==> src/rtl/egress_drain_pkg.sv <==
// Shared widths, state encoding and word layout for the egress drain block.
package egress_drain_pkg;

   localparam int unsigned WORD_W    = 10;
   localparam int unsigned CLASS_W   = 2;
   localparam int unsigned PAYLOAD_W = WORD_W - CLASS_W;
   localparam int unsigned CNT_W     = 5;
   localparam int unsigned NUM_FIFO  = 4;
   localparam int unsigned IDX_W     = $clog2(NUM_FIFO);

   typedef enum logic [1:0] {
      ST_INIT   = 2'd0,
      ST_IDLE   = 2'd1,
      ST_ACTIVE = 2'd2
   } state_e;

   typedef struct packed {
      logic [CLASS_W-1:0]   cls;
      logic [PAYLOAD_W-1:0] payload;
   } word_t;

endpackage

==> src/rtl/egress_drain_rr_arbiter4.sv <==
// Four-way round-robin pop arbiter with registered one-hot grant.
// The source granted last cycle is masked because its empty flag is still stale.
module rr_arbiter4
   import egress_drain_pkg::*;
(
   input  logic                clk,
   input  logic                reset,
   input  logic                en_i,
   input  logic [NUM_FIFO-1:0] req_i,
   output logic [NUM_FIFO-1:0] gnt_o,
   output logic [IDX_W-1:0]    gnt_idx_o
);

   logic [NUM_FIFO-1:0] gnt_q, gnt_d;
   logic [IDX_W-1:0]    idx_q, idx_d;
   logic [IDX_W-1:0]    ptr_q, ptr_d;
   logic [NUM_FIFO-1:0] elig_c;
   logic [IDX_W-1:0]    cand_c;
   logic                found_c;

   always_ff @(posedge clk or negedge reset) begin
      if (!reset) begin
         gnt_q <= '0;
         idx_q <= '0;
         ptr_q <= IDX_W'(NUM_FIFO - 1);
      end else begin
         gnt_q <= gnt_d;
         idx_q <= idx_d;
         ptr_q <= ptr_d;
      end
   end

   // Search starts one past the last granted source.
   always_comb begin
      gnt_d   = '0;
      idx_d   = idx_q;
      ptr_d   = ptr_q;
      found_c = 1'b0;
      cand_c  = '0;
      elig_c  = req_i & ~gnt_q;
      if (en_i) begin
         for (int unsigned k = 1; k <= NUM_FIFO; k++) begin
            cand_c = IDX_W'(32'(ptr_q) + k);
            if (!found_c && elig_c[cand_c]) begin
               found_c       = 1'b1;
               gnt_d[cand_c] = 1'b1;
               idx_d         = cand_c;
               ptr_d         = cand_c;
            end
         end
      end
   end

   assign gnt_o     = gnt_q;
   assign gnt_idx_o = idx_q;

endmodule

==> src/rtl/egress_drain.sv <==
// Drains four output FIFOs round-robin to a single downstream port and keeps
// per-source delivery counters readable through a request port.
module egress_drain
   import egress_drain_pkg::*;
(
   input  logic              clk,
   input  logic              reset,
   input  logic              init,
   input  logic [WORD_W-1:0] fifo4_out,
   input  logic [WORD_W-1:0] fifo5_out,
   input  logic [WORD_W-1:0] fifo6_out,
   input  logic [WORD_W-1:0] fifo7_out,
   input  logic              empty4,
   input  logic              empty5,
   input  logic              empty6,
   input  logic              empty7,
   input  logic              ready_in,
   input  logic              req,
   input  logic [IDX_W-1:0]  idx,
   output logic              pop4,
   output logic              pop5,
   output logic              pop6,
   output logic              pop7,
   output logic [WORD_W-1:0] data_out,
   output logic              valid_out,
   output logic [IDX_W-1:0]  src_out,
   output logic [CNT_W-1:0]  data_cnt,
   output logic              valid_cnt,
   output logic              idle
);

   state_e              state_q, state_d;
   logic                inflight_q, inflight_d;
   logic [IDX_W-1:0]    src_q, src_d;
   logic [CNT_W-1:0]    cnt_q [NUM_FIFO];
   logic [CNT_W-1:0]    cnt_d [NUM_FIFO];
   logic [CNT_W-1:0]    data_cnt_q, data_cnt_d;
   logic                valid_cnt_q, valid_cnt_d;
   logic                idle_q, idle_d;

   logic [NUM_FIFO-1:0] empty_vec;
   logic [NUM_FIFO-1:0] pop_vec;
   logic [IDX_W-1:0]    gnt_idx;
   logic                arb_en_c;
   logic                all_empty_c;
   word_t               fifo_word [NUM_FIFO];

   assign empty_vec   = {empty7, empty6, empty5, empty4};
   assign all_empty_c = &empty_vec;
   assign arb_en_c    = (state_q == ST_ACTIVE) && ready_in && !init;

   rr_arbiter4 u_arb (
      .clk       (clk),
      .reset     (reset),
      .en_i      (arb_en_c),
      .req_i     (~empty_vec),
      .gnt_o     (pop_vec),
      .gnt_idx_o (gnt_idx)
   );

   assign {pop7, pop6, pop5, pop4} = pop_vec;

   // FIFO read data is registered at the source, so the delivered word is a
   // mux of it steered by the registered in-flight source.
   assign fifo_word[0] = word_t'(fifo4_out);
   assign fifo_word[1] = word_t'(fifo5_out);
   assign fifo_word[2] = word_t'(fifo6_out);
   assign fifo_word[3] = word_t'(fifo7_out);
   assign data_out     = inflight_q ? fifo_word[src_q] : '0;
   assign valid_out    = inflight_q;
   assign src_out      = src_q;
   assign data_cnt     = data_cnt_q;
   assign valid_cnt    = valid_cnt_q;
   assign idle         = idle_q;

   always_ff @(posedge clk or negedge reset) begin
      if (!reset) begin
         state_q     <= ST_INIT;
         inflight_q  <= 1'b0;
         src_q       <= '0;
         data_cnt_q  <= '0;
         valid_cnt_q <= 1'b0;
         idle_q      <= 1'b0;
         for (int unsigned i = 0; i < NUM_FIFO; i++) cnt_q[i] <= '0;
      end else begin
         state_q     <= state_d;
         inflight_q  <= inflight_d;
         src_q       <= src_d;
         data_cnt_q  <= data_cnt_d;
         valid_cnt_q <= valid_cnt_d;
         idle_q      <= idle_d;
         for (int unsigned i = 0; i < NUM_FIFO; i++) cnt_q[i] <= cnt_d[i];
      end
   end

   always_comb begin
      state_d     = state_q;
      inflight_d  = (|pop_vec) && !init;
      src_d       = (|pop_vec) ? gnt_idx : src_q;
      cnt_d       = cnt_q;
      valid_cnt_d = req;
      data_cnt_d  = req ? cnt_q[idx] : data_cnt_q;

      if (init) begin
         state_d = ST_INIT;
      end else begin
         unique case (state_q)
            ST_INIT:   state_d = ST_IDLE;
            ST_IDLE:   if (!all_empty_c) state_d = ST_ACTIVE;
            ST_ACTIVE: if (all_empty_c && !(|pop_vec) && !inflight_q) state_d = ST_IDLE;
            default:   state_d = ST_INIT;
         endcase
      end

      // Counters read before this cycle's increment, so a coinciding req sees the old value.
      if (init || state_q == ST_INIT) begin
         for (int unsigned i = 0; i < NUM_FIFO; i++) cnt_d[i] = '0;
      end else if (inflight_q) begin
         cnt_d[src_q] = cnt_q[src_q] + CNT_W'(1);
      end

      idle_d = (state_d == ST_IDLE);
   end

endmodule

==> config.mk <==
export PLATFORM = sky130hd
export DESIGN_NAME = egress_drain
export DESIGN_NICKNAME = d
export VERILOG_FILES = /design/src/rtl/egress_drain_pkg.sv /design/src/rtl/egress_drain_rr_arbiter4.sv /design/src/rtl/egress_drain.sv
export SDC_FILE = /design/constraint.sdc
export NUM_CORES = 1
export LEC_CHECK = 0
export ABC_AREA = 1
export CAP_MARGIN = 10
export CORE_ASPECT_RATIO = 0.6
export CORE_MARGIN = 2
export CORE_UTILIZATION = 43
export DETAILED_ROUTE_END_ITERATION = 10
export HOLD_SLACK_MARGIN = 0.15
export PLACE_DENSITY = 0.73
export SKIP_CTS_REPAIR_TIMING = 1
export SLEW_MARGIN = 20
export SYNTH_ARGS = -nofsm -noshare
export SYNTH_HDL_FRONTEND = slang
export SYNTH_SLANG_ARGS = --single-unit
==> constraint.sdc <==
create_clock -name clk -period 1.8 [get_ports clk]
set_input_delay 0.27 -clock clk [delete_from_list [all_inputs] [get_ports clk]]
set_output_delay 0.27 -clock clk [all_outputs]
set_load 0.02 [all_outputs]
## Yosys cells after proc, flatten, opt, wreduce, memory -nomap -nowiden

Index checks and enable logic that the tools add are counted.

| word-level totals | value |
|---|---|
| flip-flop bits (word level) | 40 |
| input bits | 51 |
| word-level logic and storage cells | 119 |

| cells by class | value |
|---|---|
| add/subtract/negate cells | 5 |
| $lt $le $gt $ge | 11 |
| equality and inequality tests | 3 |
| muxes and demuxes | 53 |
| bitwise logic cells | 8 |
| reductions and logical operators | 26 |

Operator list:

| kind | count |
|---|---|
| $mux W20 | 2 |
| $mux W4 | 8 |
| $mux W10 | 3 |
| $mux W5 | 5 |
| $bmux W10 S2 | 1 |
| $bmux W5 S2 | 2 |
| $bwmux W20 | 1 |
| $mux W1 | 14 |
| $mux W2 | 7 |
| $logic_and A1 B1 Y1 | 13 |
| $lt A2 B3 Y1 const B | 4 |
| $or A4 B4 Y4 | 3 |
| $demux W5 S2 | 1 |
| $bmux W1 S2 | 4 |
| $demux W1 S2 | 4 |
| $ge A2 B1 Y1 const B | 4 |
| $not A4 Y4 | 2 |
| $ge A3 B3 Y1 const B | 2 |
| $logic_not A1 Y1 | 6 |
| $not A2 Y3 | 2 |
| $pmux W2 S3 | 1 |
| $add A5 B1 Y5 const B | 1 |
| $add A2 B1 Y2 const B | 2 |
| $add A2 B2 Y2 const B | 2 |
| other kinds (11) | 12 |

## Depth between registers and ports, before layout

Gate-level depths: netlist (run 1).

| depth | value |
|---|---|
| word-level depth | 18 |
| gate-level depth with buffers | 12 |
| gate-level depth less buffers | 12 |

## By module

From an unflattened synthesis (run 1), not the netlist that was laid out.

| second synthesis, totals | value |
|---|---|
| cells, all modules | 389 |
| area total of the unflattened synthesis | 2825.2 µm² |

Modules (own cells, without submodules):

| module | instances | cells each | area each (µm²) | sequential area each (µm²) |
|---|---|---|---|---|
| egress_drain | 1 | 276 | 1954.4 | 800.8 |
| rr_arbiter4 | 1 | 113 | 870.8 | 202.7 |

## Worst setup path after synthesis (run 1)

Ideal clock, no wire load.

| path | value |
|---|---|
| path kind | register to register |
| start point | reg u_arb.ptr_q[0] |
| end point | reg u_arb.idx_q[0] (netlist: u_arb.gnt_idx_o[0]) |
| library setup time | 0.119 ns |
| arrival time | 1.824 ns |
| required time | 1.681 ns |
| path slack | -0.144 ns |
| cell stages (with the launch flop) | 12 |
| clock period less this slack | 1.944 ns |
| cells stage by stage | dfstp_2 -> inv_2 -> ha_1 -> inv_1 -> nand3_1 -> nand2_1 -> nand3_4 -> inv_2 -> a21oi_1 -> inv_1 -> nand2_1 -> nand2_1 |

| on the way | value |
|---|---|
| word-level cells in the longest chain between the ends | 17 |

RTL lines:

| element | RTL line | RTL |
|---|---|---|
| start, declared | egress_drain_rr_arbiter4.sv:16 | `logic [IDX_W-1:0] ptr_q, ptr_d;` |
| start signal, assigned | egress_drain_rr_arbiter4.sv:25 | `ptr_q <= IDX_W'(NUM_FIFO - 1);` |
| start signal, assigned | egress_drain_rr_arbiter4.sv:29 | `ptr_q <= ptr_d;` |
| $add A2 B1 Y2 | egress_drain_rr_arbiter4.sv:43 | `cand_c = IDX_W'(32'(ptr_q) + k);` |
| $bmux W1 S2 | egress_drain_rr_arbiter4.sv:44 | `if (!found_c && elig_c[cand_c]) begin` |
| $mux W1 (implied by the code) | egress_drain_rr_arbiter4.sv:44 |  |
| $mux W1 | egress_drain_rr_arbiter4.sv:44 |  |
| $mux W1 | egress_drain_rr_arbiter4.sv:41 | `if (en_i) begin` |
| $logic_not A1 Y1 | egress_drain_rr_arbiter4.sv:44 |  |
| $logic_and A1 B1 Y1 | egress_drain_rr_arbiter4.sv:44 |  |
| $mux W1 | egress_drain_rr_arbiter4.sv:44 |  |
| $mux W1 | egress_drain_rr_arbiter4.sv:41 |  |
| $logic_not A1 Y1 | egress_drain_rr_arbiter4.sv:44 |  |
| $logic_and A1 B1 Y1 | egress_drain_rr_arbiter4.sv:44 |  |
| $mux W1 | egress_drain_rr_arbiter4.sv:44 |  |
| $mux W1 | egress_drain_rr_arbiter4.sv:41 |  |
| $logic_not A1 Y1 | egress_drain_rr_arbiter4.sv:44 |  |
| $logic_and A1 B1 Y1 | egress_drain_rr_arbiter4.sv:44 |  |
| $reduce_bool A4 Y1 (no line) | n/a |  |
| $reduce_and A2 Y1 (no line) | n/a |  |
| end signal, assigned | egress_drain_rr_arbiter4.sv:28 | `idx_q <= idx_d;` |
| end, declared | egress_drain_rr_arbiter4.sv:15 | `logic [IDX_W-1:0] idx_q, idx_d;` |

Several ways; a longest one is shown, not always the timed one. The select of a mux whose other input is x is not followed.
A chain may end at the register's enable or synchronous reset.

## Worst setup path in the final report (run 1)

| path | value |
|---|---|
| start point | reg src_q[1] (netlist: src_out[1]) |
| end point | reg cnt_q[13] in the netlist's numbering |

| on the way | value |
|---|---|
| word-level cells in the longest chain between the ends | 8 |

RTL lines:

| element | RTL line | RTL |
|---|---|---|
| start, declared | egress_drain.sv:34 | `logic [IDX_W-1:0] src_q, src_d;` |
| start signal, assigned | egress_drain.sv:88 | `src_q <= src_d;` |
| $not A2 Y3 (implied by the code) (*) | egress_drain.sv:119 | `cnt_d[src_q] = cnt_q[src_q] + CNT_W'(1);` |
| $bmux W5 S2, or another cell as far along | egress_drain.sv:119 |  |
| $mux W5 (implied by the code) / $logic_and A1 B1 Y1 (equally long branches) | egress_drain.sv:119 |  |
| $mux W5 (implied by the code) | egress_drain.sv:119 |  |
| $add A5 B1 Y5 / $demux W5 S2 (equally long branches) | egress_drain.sv:119 |  |
| $bwmux W20 (*) | egress_drain.sv:119 |  |
| $mux W20 (*) | egress_drain.sv:118 | `end else if (inflight_q) begin` |
| $mux W20 (*) | egress_drain.sv:116 | `if (init \|\| state_q == ST_INIT) begin` |
| end, declared | egress_drain.sv:35 | `logic [CNT_W-1:0] cnt_q [NUM_FIFO];` |

Mark *: on every way between the ends. The rest lies on a longest branch, timed or not. The select of a mux whose other input is x is not followed.

==> metrics.cfg, run 1 <==
[global_route]
grt_max_degree=41
overflow=0
track_usage=0.253
grt_pass1_vias=2669
grt_pass1_wl_mm=13.2
antenna_found_initial=0

[placement]
place_ws_ps=-217
portBuffers=74
dp_hpwl_mm=6.37
routabilityCongestion=0.951

[floorplanning]
start_util=0.455
core_um2=5700
dieArea_um2=6700
num_rows=21
fp.dieH_um=64.2
io_pins=75
die_x_um=104

[critical_path]
reg2reg_from=src_out[1]
endpoint=cnt_q[13]
start_kind=flop
ff2ff_path_depth=10
startpoint=src_out[1]
worstPathRequired_ps=2040
r2r_slack_ps=-40
path_class=flop to flop
crit_arrival_ps=2080
rr_endpoint=cnt_q[13]
endpoint_kind=flop
cp_max_fo=12

[sta]
setup_violations=14
skew_ps=10.0
finalHoldViolCount=0
slew_viol_final=0
worst_pin_slew_ps=520
period_needed_ps=1840
fmax_mhz=543
finalSetupTns_ps=-218
rsz0062_at_grt=yes
min_period_over_period=1.02
slew-limit-headroom=0.653
timing.final.ws_setup_ps=-41.7

[status]
outcome=complete, but fails checks
violations=setup timing

[detailed_routing]
drt-initial-drc-count=189
antenna_left=0
dr.pass1.iters=5
drcViolationCount=0
routed_wl_mm=8.46
routedWlPerCell_um=15.7
vias=2886
vias_per_cell=5.36

[cells_and_area]
syn2layout_area_growth_pct=59.2
num-fill-cells=470
diodes=0
drive_above_1_share=0.310
final_net_count=517
post-route-util=0.725

[synthesis]
yosysWarnings=0
syn_area_um2=2600
post_synth.cell_area_avg_um2=7.55
synth-seq-cells=40
ys_types=34
synth_seq_area_share=0.387
syn_inst=344
syn_nets=404

[power_and_ir_drop]
ir_drop_mv=0.838
power_mw=4.72
power.density_nw_per_um2=1140
p_leak_nw=1.84

[flow_run]
max_cap_violations=0

[cts]
clk_pin_slew_worst_paths_ps=80
cts_buffers=5
clock-sinks=40
cts_tree=done
cts_root_buffer=clkbuf_8
clock_latency_ps=300
htree_levels=2
clock_path_buffers=2

[worst_hold_path]
hold_path_class=flop to flop

-- critical path: stages, from the launching register on --
cell     delay [ps]
dfrtp_2         490
buf_6           150
nand2_4          80
inv_6            70
a22oi_2         200
nand2_2         100
buf_4           170
nand3_2          80
xor2_2          250
nand2_1         110
nand2_1          70
-- power by group --
part	switching [mW]	internal, mW
Combinational	1.62	1.27
Sequential	0.0889	1.00
Clock	0.326	0.412
-- through the flow --
step,instances,instance area (um2),hold WS (ps)
3_5_place_dp,516,3670,371
5_1_grt,538,4130,506
4_1_cts,524,3780,53.7
3_3_place_gp,516,3670,364
2_1_floorplan,344,2660,-25.6
6_report,538,4130,493
-- cell type report --
class	instances	area [um2]	area share
flip-flops and latches	40	1010	0.243
clock buffers	6	72.6	0.0176
repair buffers	114	1080	0.260
well taps	80	100	0.0242
inverters	48	195	0.0472
multi-input cells	248	1650	0.399
clock inverters	2	35.0	0.00847
-- cells in the final DEF, fill, tap and decap left out, drive strengths merged --
cell type / count
a211oi: 1
nor2: 34
o211ai: 3
clkinv: 1
bufinv: 1
o31ai: 1
nand2: 88
buf: 50
a31oi: 5
nor4: 1
nand2b: 1
a22oi: 23
clkbuf: 6
o2111ai: 1
dfstp: 2
o21ai: 23
dlymetal6s2s: 2
a21oi: 27
xnor2: 1
dfrtp: 38
ha: 9
o22ai: 8
nand4: 3
clkdlybuf4s50: 61
dlygate4sd3: 1
nand3: 17
nor3: 1
inv: 48
xor2: 1
-- how the worst min path moves through the flow --
stage	cells past startpoint	startpoint	slack (ps)	to
after detailed placement	2	reset	370	u_arb.gnt_o[3]
after CTS	2	reset	50	u_arb.gnt_o[1]
final	1	state_q[1]	490	state_q[1]
after floorplan	0	reset	-30	cnt_q[0]
after global routing	2	cnt_q[13]	510	cnt_q[13]
after global placement	2	reset	360	u_arb.gnt_o[3]
-- flip-flops by register name, indices dropped and copies added (netlist names) --
signal,count
cnt_q,20
data_cnt,5
idle,1
src_out,2
state_q,2
u_arb.gnt_idx_o,2
u_arb.gnt_o,4
u_arb.ptr_q,2
valid_cnt,1
valid_out,1
-- per-layer routing --
layer,GRT usage,wire (um)
met5,0,0
met3,0.0612,752
met4,0.0591,126
met2,0.370,3630
met1,0.375,3950
-- cells in the mapped netlist --
cell,number,area share
o22ai_1,8,0.019
nand3_4,1,0.0067
ha_1,9,0.043
nand3_2,3,0.012
o2111ai_2,1,0.0058
o21ai_2,2,0.0067
o211ai_1,3,0.0087
a31oi_1,5,0.012
nor3_4,1,0.0063
nand2_4,1,0.0043
nand4_1,3,0.0072
nor4_1,1,0.0024
xor2_2,1,0.0063
nand3_1,13,0.025
a22oi_1,21,0.061
a22oi_2,2,0.0096
dfstp_2,2,0.020
o31ai_1,1,0.0029
nand2b_1,1,0.0024
xnor2_1,1,0.0034
inv_2,7,0.010
dfrtp_1,38,0.37
nor2_1,29,0.042
o21ai_1,2,0.0039
nor2_4,2,0.0087
buf_1,2,0.0029
nand2_2,8,0.019
o21ai_0,19,0.037
nand2_1,79,0.11
a211oi_2,1,0.0048
clkbuf_1,7,0.010
inv_1,41,0.059
a21oi_1,27,0.052
nor2_2,2,0.0048
-- kinds of logic after synthesis --
family	share of synthesized area
buf+inv	0.0824
flops	0.387
fa+ha+maj	0.0434
xor+xnor	0.00964
compound gates	0.223
simple gates	0.255
Note: power is estimated with default switching activity, not from simulation.
==> inputs of run 2 (changes only) <==
CAP_MARGIN = unset   (was 10)
==> results of run 2 <==
No change in the layout: final DEF, timing and power equal those of run 1.
==> inputs of run 3 (changes only) <==
CORE_UTILIZATION = 48   (was 43)
PLACE_DENSITY = 0.78   (was 0.73)
clock period = 1.85 ns   (was 1.8 ns; I/O delays follow)
==> metrics.cfg, run 3 (synthesized netlist as in run 1, its figures left out) <==
[critical_path]
path_class=flop to flop  ; unchanged
crit_path_cell_trace=inv_2, nor2_4, buf_12, buf_8, a22oi_2, nand2_2, ha_4, nand2_4, nor2_2, nand2b_1, nand3_1, o21ai_1  ; was buf_6, nand2_4, inv_6, a22oi_2, nand2_2, buf_4, nand3_2, xor2_2, nand2_1, nand2_1
start_kind=flop  ; unchanged
cp_max_fo=11  ; was 12
ff2ff_path_depth=12  ; was 10
critPathSlowestCell=dfrtp_2  ; unchanged
worstPathRequired_ps=2070  ; was 2040 ps
rr_endpoint=cnt_q[14]  ; was cnt_q[13]
reg2reg_from=src_out[1]  ; unchanged
r2r_slack_ps=-80  ; was -40 ps
endpoint_kind=flop  ; unchanged
crit_arrival_ps=2150  ; was 2080 ps
critical-path-max-stage-delay_ps=460  ; was 490 ps

[status]
outcome=complete, but fails checks  ; unchanged
violations=setup timing  ; unchanged

[flow_run]
max_cap_violations=0  ; unchanged

[cts]
htree_levels=2  ; unchanged
cts_tree=done  ; unchanged
clock_path_buffers=2  ; unchanged
cts_buffers=5  ; unchanged
clock-sinks=40  ; unchanged
clk_pin_slew_worst_paths_ps=90  ; was 80 ps
clock_latency_ps=300  ; about the same
cts_root_buffer=clkbuf_8  ; unchanged

[cells_and_area]
top_register=cnt_q  ; unchanged
largest_reg_flops=20  ; unchanged
final_cell_mix=nand2_1 (75), clkdlybuf4s50_1 (62), inv_1 (39)  ; was nand2_1 (65), clkdlybuf4s50_1 (61), inv_1 (38)
num-fill-cells=335  ; was 470
syn2layout_area_growth_pct=58.0  ; was 59.2%
final_common_cell=nand2_1  ; unchanged
diodes=0  ; unchanged
drive_above_1_share=0.285  ; was 0.310
final_net_count=515  ; was 517

[sta]
rsz0062_at_grt=yes  ; unchanged
period_needed_ps=1930  ; was 1840 ps
skew_ps=9.79  ; was 10.0 ps
timing.final.ws_setup_ps=-81.9  ; was -41.7 ps
finalSetupTns_ps=-86.7  ; was -218 ps
min_period_over_period=1.04  ; was 1.02
slew-limit-headroom=0.687  ; was 0.653
fmax_mhz=518  ; was 543 MHz
worst_pin_slew_ps=469  ; was 520 ps
finalHoldViolCount=0  ; unchanged
slew_viol_final=0  ; unchanged
setup_violations=2  ; was 14

[global_route]
antenna_found_initial=0  ; unchanged
grt_pass1_vias=2642  ; was 2669
overflow=0  ; unchanged
grt_max_degree=23  ; was 41
grt_pass1_wl_mm=12.8  ; was 13.2 mm
track_usage=0.276  ; was 0.253

[placement]
routabilityCongestion=0.916  ; was 0.951
portBuffers=74  ; unchanged
place_ws_ps=-178  ; was -217 ps
dp_hpwl_mm=6.41  ; was 6.37 mm

[power_and_ir_drop]
power.density_nw_per_um2=1070  ; was 1140 nW/um2
power_mw=4.40  ; was 4.72 mW
p_leak_nw=1.80  ; was 1.84 nW
ir_drop_mv=1.30  ; was 0.838 mV

[detailed_routing]
wl_met1_mm=3.99  ; was 3.95 mm
highest_layer=met4  ; unchanged
vias=2939  ; was 2886
route.met3.wl_um=886  ; was 752 um
drt-initial-drc-count=203  ; was 189
routed_wl_mm=8.77  ; was 8.46 mm
drcViolationCount=0  ; unchanged
vias_per_cell=5.63  ; was 5.36
dr.pass1.iters=5  ; unchanged
routedWlPerCell_um=16.8  ; was 15.7 um
wl_met2_mm=3.80  ; was 3.63 mm
antenna_left=0  ; unchanged

[worst_hold_path]
hold_path_class=input port to asynchronous set/reset pin  ; was flop to flop

[floorplanning]
die_x_um=98.9  ; was 104 um
num_rows=20  ; was 21
start_util=0.506  ; was 0.455
fp.dieH_um=61.0  ; was 64.2 um
core_um2=5130  ; was 5700 um2
dieArea_um2=6030  ; was 6700 um2
io_pins=75  ; unchanged

## run 3: cell count changes in the layout (fill, tap and decap cells not counted), sizes merged
cell	change
dlymetal6s2s	-1
nor2	-1
clkdlybuf4s50	+1
buf	-1
## run 3: how the worst max path moves through the flow
stage | from | endpoint | slack, ps | cells after the start
after floorplan | u_arb.ptr_q[0] | u_arb.gnt_idx_o[1] | 30 | 12
final | src_out[1] | cnt_q[14] | -80 | 12
after detailed placement | empty5 | u_arb.gnt_idx_o[1] | -180 | 12
after global routing | src_out[1] | cnt_q[14] | -140 | 12
after global placement | src_out[1] | data_out[3] | -120 | 5
after CTS | src_out[1] | data_out[4] | -470 | 5
## run 3: critical path: cells and delay by family (launching register included)
kind / cells / cell delay, ps
simple gates: 6 / 550
fa+ha+maj: 1 / 190
compound gates: 2 / 290
flops: 1 / 460
buf+inv: 3 / 370
## run 3: where the power goes
part	internal (mW)	total (mW)	leakage, nW	switching, mW
Combinational	1.10	2.58	1.21	1.48
Clock	0.441	0.773	0.0614	0.332
Sequential	0.974	1.05	0.529	0.0795
## run 3: final cells by class
cell class | instances | area, um2 | area share
clock buffer | 6 | 82.6 | 0.0201
clock inverter | 2 | 38.8 | 0.00945
inverter | 48 | 183 | 0.0445
multi-input combinational | 247 | 1610 | 0.393
sequential | 40 | 1010 | 0.245
tap | 66 | 82.6 | 0.0201
timing repair buffer | 113 | 1100 | 0.267
## run 3: metal layers
layer  vias up  global-route usage
met4         0              0.0568
met1      1382               0.429
li1       1377                   -
met5         -                   0
met2       165               0.394
met3        15              0.0611
## run 3: stage by stage
stage	area (um2)	std cells	hold slack (ps)	utilization
finish	4100	522	449	0.800
global route	4100	522	487	0.800
CTS	3790	513	-67.6	0.740
detailed placement	3670	505	256	0.716
global placement	3670	505	253	0.716
floorplan	2650	344	-18.1	-
